$ cat src/rtl/mux_sched_pkg.sv
// Shared types and defaults for the two-lane byte scheduler.
// Strict lane-0 priority is selected by MUX_SCHED_STRICT_PRIO_EN.
package mux_sched_pkg;

  localparam int DW_DEF        = 8;
  localparam int DEPTH_DEF     = 4;
  localparam int MAX_BURST_DEF = 4;

  localparam logic LANE0 = 1'b0;
  localparam logic LANE1 = 1'b1;

  typedef enum logic [1:0] {
    IDLE,
    SERVE0,
    SERVE1
  } state_e;

  function automatic state_e serve_of(
    input logic lane
  );
    return lane ? SERVE1 : SERVE0;
  endfunction

endpackage

$ cat src/rtl/mux_sched_2x1_fifo.sv
// Per-lane synchronous FIFO; a push while full is accepted
// only when the same cycle also pops.
module sched_fifo #(
  parameter int DW    = 8,
  parameter int DEPTH = 4
) (
  input  logic                       clk,
  input  logic                       rst_n,
  input  logic                       push_i,
  input  logic [DW-1:0]              wdata_i,
  input  logic                       pop_i,
  output logic [DW-1:0]              rdata_o,
  output logic                       empty_o,
  output logic                       full_o,
  output logic [$clog2(DEPTH):0]     count_o
);

  localparam int AW = $clog2(DEPTH);
  localparam int CW = AW + 1;

  logic [DW-1:0] mem_q [DEPTH];
  logic [AW-1:0] wr_ptr_q, wr_ptr_d;
  logic [AW-1:0] rd_ptr_q, rd_ptr_d;
  logic [CW-1:0] count_q, count_d;
  logic          wr_en, rd_en;

  assign empty_o = (count_q == '0);
  assign full_o  = (count_q == CW'(DEPTH));
  assign count_o = count_q;
  assign rdata_o = mem_q[rd_ptr_q];

  assign rd_en = pop_i && !empty_o;
  assign wr_en = push_i && (!full_o || rd_en);

  always_comb begin
    wr_ptr_d = wr_ptr_q;
    rd_ptr_d = rd_ptr_q;
    if (wr_en) wr_ptr_d = wr_ptr_q + AW'(1);
    if (rd_en) rd_ptr_d = rd_ptr_q + AW'(1);
    count_d = count_q + CW'(wr_en) - CW'(rd_en);
  end

  always_ff @(posedge clk or negedge rst_n) begin
    if (!rst_n) begin
      wr_ptr_q <= '0;
      rd_ptr_q <= '0;
      count_q  <= '0;
    end else begin
      wr_ptr_q <= wr_ptr_d;
      rd_ptr_q <= rd_ptr_d;
      count_q  <= count_d;
    end
  end

  // Storage needs no reset: count gates every read.
  always_ff @(posedge clk) begin
    if (wr_en) mem_q[wr_ptr_q] <= wdata_i;
  end

endmodule

$ cat src/rtl/mux_sched_2x1.sv
// Round-robin 2:1 byte scheduler with burst limit and lane FIFOs.
// Define MUX_SCHED_STRICT_PRIO_EN for strict lane-0 priority.
module mux_sched_2x1
  import mux_sched_pkg::*;
#(
  parameter int DW        = DW_DEF,
  parameter int DEPTH     = DEPTH_DEF,
  parameter int MAX_BURST = MAX_BURST_DEF
) (
  input  logic          clk,
  input  logic          reset,
  input  logic [DW-1:0] dataIn0,
  input  logic          validIn0,
  input  logic [DW-1:0] dataIn1,
  input  logic          validIn1,
  output logic          pause0,
  output logic          pause1,
  output logic [DW-1:0] dataOut,
  output logic          validOut,
  output logic          selector,
  output logic          overflow0,
  output logic          overflow1
);

  localparam int CW = $clog2(DEPTH) + 1;

  logic [DW-1:0] rdata0, rdata1;
  logic          empty0, empty1;
  logic          full0, full1;
  logic [CW-1:0] cnt0, cnt1;
  logic          rd0, rd1;

  state_e        state_q, state_d;
  logic          last_q, last_d;
  logic [3:0]    burst_q, burst_d;
  logic          gnt_vld;
  logic          gnt_lane;

  logic [DW-1:0] data_q;
  logic          valid_q, sel_q;
  logic          pause0_q, pause1_q;
  logic          ovf0_q, ovf1_q;

  sched_fifo #(.DW(DW), .DEPTH(DEPTH)) u_fifo0 (
    .clk     (clk),
    .rst_n   (reset),
    .push_i  (validIn0),
    .wdata_i (dataIn0),
    .pop_i   (rd0),
    .rdata_o (rdata0),
    .empty_o (empty0),
    .full_o  (full0),
    .count_o (cnt0)
  );

  sched_fifo #(.DW(DW), .DEPTH(DEPTH)) u_fifo1 (
    .clk     (clk),
    .rst_n   (reset),
    .push_i  (validIn1),
    .wdata_i (dataIn1),
    .pop_i   (rd1),
    .rdata_o (rdata1),
    .empty_o (empty1),
    .full_o  (full1),
    .count_o (cnt1)
  );

  logic ne0, ne1;
  assign ne0 = !empty0;
  assign ne1 = !empty1;

`ifdef MUX_SCHED_STRICT_PRIO_EN
  always_comb begin
    gnt_vld  = 1'b0;
    gnt_lane = LANE0;
    state_d  = IDLE;
    last_d   = last_q;
    burst_d  = 4'd0;
    if (ne0) begin
      gnt_vld  = 1'b1;
      gnt_lane = LANE0;
    end else if (ne1) begin
      gnt_vld  = 1'b1;
      gnt_lane = LANE1;
    end
    if (gnt_vld) begin
      state_d = serve_of(gnt_lane);
      last_d  = gnt_lane;
      burst_d = 4'd1;
    end
  end
`else
  logic cur, ne_cur, ne_oth;
  assign cur    = (state_q == SERVE1);
  assign ne_cur = cur ? ne1 : ne0;
  assign ne_oth = cur ? ne0 : ne1;

  always_comb begin
    gnt_vld  = 1'b0;
    gnt_lane = LANE0;
    state_d  = state_q;
    last_d   = last_q;
    burst_d  = burst_q;
    unique case (state_q)
      IDLE: begin
        burst_d = 4'd1;
        if (ne0 && ne1) begin
          gnt_vld  = 1'b1;
          gnt_lane = ~last_q;
        end else if (ne0 || ne1) begin
          gnt_vld  = 1'b1;
          gnt_lane = ne1;
        end else begin
          burst_d = burst_q;
        end
      end
      SERVE0, SERVE1: begin
        if (ne_cur && burst_q < 4'(MAX_BURST)) begin
          gnt_vld  = 1'b1;
          gnt_lane = cur;
          burst_d  = burst_q + 4'd1;
        end else if (ne_oth) begin
          gnt_vld  = 1'b1;
          gnt_lane = ~cur;
          burst_d  = 4'd1;
        end else if (ne_cur) begin
          gnt_vld  = 1'b1;
          gnt_lane = cur;
          burst_d  = 4'd1;
        end else begin
          state_d  = IDLE;
          burst_d  = 4'd0;
        end
      end
      default: state_d = IDLE;
    endcase
    if (gnt_vld) begin
      state_d = serve_of(gnt_lane);
      last_d  = gnt_lane;
    end
  end
`endif

  assign rd0 = gnt_vld && (gnt_lane == LANE0);
  assign rd1 = gnt_vld && (gnt_lane == LANE1);

  // Occupancy after this edge drives next cycle's pause.
  logic          acc0, acc1;
  logic [CW-1:0] nx0, nx1;
  assign acc0 = validIn0 && (!full0 || rd0);
  assign acc1 = validIn1 && (!full1 || rd1);
  assign nx0  = cnt0 + CW'(acc0) - CW'(rd0);
  assign nx1  = cnt1 + CW'(acc1) - CW'(rd1);

  always_ff @(posedge clk or negedge reset) begin
    if (!reset) begin
      state_q  <= IDLE;
      last_q   <= LANE1;
      burst_q  <= 4'd0;
      data_q   <= '0;
      valid_q  <= 1'b0;
      sel_q    <= 1'b0;
      pause0_q <= 1'b0;
      pause1_q <= 1'b0;
      ovf0_q   <= 1'b0;
      ovf1_q   <= 1'b0;
    end else begin
      state_q  <= state_d;
      last_q   <= last_d;
      burst_q  <= burst_d;
      valid_q  <= gnt_vld;
      if (gnt_vld) begin
        data_q <= gnt_lane ? rdata1 : rdata0;
        sel_q  <= gnt_lane;
      end
      pause0_q <= (nx0 >= CW'(DEPTH - 1));
      pause1_q <= (nx1 >= CW'(DEPTH - 1));
      ovf0_q   <= ovf0_q | (validIn0 && !acc0);
      ovf1_q   <= ovf1_q | (validIn1 && !acc1);
    end
  end

  assign dataOut   = data_q;
  assign validOut  = valid_q;
  assign selector  = sel_q;
  assign pause0    = pause0_q;
  assign pause1    = pause1_q;
  assign overflow0 = ovf0_q;
  assign overflow1 = ovf1_q;

endmodule
$ cat config.mk
export PLATFORM = sky130hd
export DESIGN_NAME = mux_sched_2x1
export DESIGN_NICKNAME = d
export VERILOG_FILES = /design/src/rtl/mux_sched_pkg.sv /design/src/rtl/mux_sched_2x1_fifo.sv /design/src/rtl/mux_sched_2x1.sv
export SDC_FILE = /design/constraint.sdc
export NUM_CORES = 1
export LEC_CHECK = 0
export BUFFER_PORTS_ARGS = -buffer_cell sky130_fd_sc_hd__buf_2
export CORE_UTILIZATION = 35
export CTS_CLUSTER_SIZE = 10
export DETAILED_ROUTE_END_ITERATION = 8
export GPL_ROUTABILITY_DRIVEN = 0
export PLACE_DENSITY = 0.62
export SYNTH_ARGS = -nofsm -noshare
export SYNTH_HDL_FRONTEND = slang
export SYNTH_SLANG_ARGS = --single-unit
$ cat constraint.sdc
create_clock -name clk -period 7.5 [get_ports clk]
set_input_delay 1.125 -clock clk [delete_from_list [all_inputs] [get_ports clk]]
set_output_delay 1.125 -clock clk [all_outputs]
set_load 0.005 [all_outputs]
==> flow_summary.json <==
{
  "netSwitchingPower_mw": 0.838,
  "swShare": 0.361,
  "cts.repair.resized": 0,
  "pwr-share-seq": 0.392,
  "cts_buffer_depth": 2,
  "fp.dieW_um": 113,
  "cp_slowest_stage_delay_ps": 430,
  "syn_area_per_cell_sq_um": 15.5,
  "dpl.cell_count": 447,
  "intPower_mw": 1.48,
  "die_area_sq_mm": 0.0127,
  "cap_viol_max_count": 0,
  "fin_util": 0.408,
  "wl_per_cell_um": 16.4,
  "yosys_warnings": 0,
  "crit_arrival_ps": 3550,
  "async_flop_share": 0.354,
  "cts_sinks": 99,
  "drt_iter0_drc": 107,
  "synth.largest_area_cell": "edfxtp_1",
  "synthCells": 278,
  "fin_nets": 354,
  "hold_viol_final": 0,
  "hold_ws_ps": 454,
  "worstPathMaxFanout": 16,
  "synth_common_cells": "edfxtp_1, dfrtp_1, inv_1",
  "post-route-min-period_ps": 3320,
  "critPathLaunchType": "register",
  "grt_remaining_overflow": 0,
  "cellPowerDensity_mw_per_mm2": 473,
  "fin_setup_tns_ps": 0,
  "p_leak_nw": 1.95,
  "cts-root-buf": "clkbuf_16",
  "antenna_left": 0,
  "rsz0062_at_grt": "false",
  "setup-violations-final": 0,
  "clock_skew_ps": 7.38,
  "synth.area.top_cells": "edfxtp_1, dfrtp_1, mux4_2",
  "coreArea_sq_mm": 0.0120,
  "seq_area_frac_synth": 0.650,
  "fmax_ghz": 0.301,
  "mappedNetlistNets": 321,
  "finalNonFillerCells": 463,
  "synth.top_cell.area_share": 0.446,
  "cp.required_ps": 7730,
  "cts_tree": "yes",
  "status": "complete, no violations",
  "synth.distinct_cells": 41,
  "fp.dieH_um": 113,
  "port_buffers": 33,
  "drc": 0,
  "clk_latency_ps": 340,
  "synth_area_sq_mm": 0.00431,
  "crit_type": "reg2reg",
  "dr.pass1.iters": 4,
  "cts.clk_slew.worst_paths_ps": 70,
  "tightest_slew_ps": 842,
  "cp_cell_sequence": "inv_1, ha_1, nor2_1, a2bb2oi_1, a21o_1, nor2_1, ha_1, inv_1, ha_1, fa_1, xnor2_1, nand2_1",
  "vias_per_cell": 5.00,
  "syn2layout_area_growth_pct": 13.8,
  "place_ws_ps": 4220,
  "vias": 2317,
  "diodes": 0,
  "grt_max_degree": 36,
  "cts_setup_buffers": 0,
  "hold_path_class": "reg2reg",
  "row_count": 40,
  "grt_usage": 0.132,
  "finalCritPeriodShare": 0.443,
  "initial_core_util": 0.358,
  "place.detailed.hpwl_mm": 5.28,
  "drv_slew": 0,
  "setup_ws_ps": 4180,
  "power_frac_clock": 0.204,
  "ctsHoldBuffers": 0,
  "r2r_slack_ps": 4180,
  "vdd_drop_max_mv": 0.174,
  "drive_gt1_frac": 0.215,
  "cts_buffers": 9,
  "synth_edf_count": 64,
  "routed_wl_mm": 7.59,
  "synth-seq-cells": 99,
  "p_comb_frac": 0.405,
  "grt_pass1_vias": 2354,
  "cp-end-kind": "register",
  "grt_pass1_wl_mm": 12.6,
  "htreeDepth": 3,
  "crit_top_cell": "ha_1",
  "antenna_found_initial": 0,
  "max_slew_margin": 0.437,
  "yosys.cell_count.top_type": "edfxtp_1",
  "ioPinCount": 34,
  "yosys_most_used_dff": "edfxtp_1",
  "slowest_stage": "a21o_1"
}
area by class of cell:
cell class / instances / area, sq um
Multi-Input combinational cell: 148 / 1380
Tap cell: 147 / 184
Timing Repair Buffer: 33 / 165
Sequential cell: 99 / 2800
Clock buffer: 11 / 233
Fill cell: 1112 / 7110
Inverter: 20 / 75.1
Clock inverter: 5 / 67.6
flip-flops by register name, summed over array words and instances, names as in the netlist, 3 cells and up:
register / count
u_fifo0.count_o: 3
u_fifo1.mem_q: 32
burst_q: 4
u_fifo1.count_o: 3
dataOut: 8
u_fifo0.mem_q: 32
power by group through the flow:
stage	sequential (mW)	combinational [mW]	clock, mW
2_1_floorplan	0.850	0.784	0
3_3_place_gp	0.920	0.922	0
3_5_place_dp	0.924	0.950	0
4_1_cts	0.914	0.954	0.481
5_1_grt	0.934	1.08	0.503
6_report	0.908	0.938	0.472
metrics by stage:
| step | cell area, sq um | power, mW |
|---|---|---|
| detailed placement | 4600 | 1.87 |
| CTS | 4900 | 2.35 |
| finish | 4900 | 2.32 |
| global placement | 4600 | 1.84 |
| floorplan | 4310 | 1.63 |
| global route | 4900 | 2.51 |
worst max-delay path: cells and delay by family (launching register included):
kind            cells  cell delay (ps)
simple gates        3              620
fa+ha+maj           4             1270
buf+inv             2              110
xor+xnor            1              160
flops               1              370
compound gates      2              710
path summary, 6_finish.rpt:
check / end / from / depth (start not counted)
worst max register to register: pause1 / state_q[0] / 12
min in group asynchronous: u_fifo0.count_o[1] / reset / 1
worst max-delay path: pause1 / state_q[0] / 12
worst min-delay path: overflow1 / overflow1 / 1
max in group asynchronous: u_fifo1.wr_ptr_q[1] / reset / 1
worst min register to register: overflow1 / overflow1 / 1
layout by cell type (no fill, tap or decap), drive strengths merged, types with 8 or more instances in the layout:
cell type and count:
buf 33, ha 19, dfrtp 34, mux4 16, a221o 8, edfxtp 64, nor2 15, inv 24
and3 9, clkbuf 11, xnor2 10, nand2 14
logic make-up after synthesis:
family,synth area share
DFF,0.650
and+or+nand+nor,0.0700
AOI/OAI and AO/OA,0.0654
buffers and inverters,0.0299
adders and majority gates,0.0738
muxes,0.0863
xor gates and xnor gates,0.0244
per-layer routing:
metal,up-vias,global-route usage,share of wire
li1,1102,-,-
met1,1147,0.173,0.46
met2,56,0.214,0.47
met3,12,0.0332,0.044
met4,0,0.0518,0.019
met5,-,0,0
Note: power is estimated with default switching activity, not from simulation.
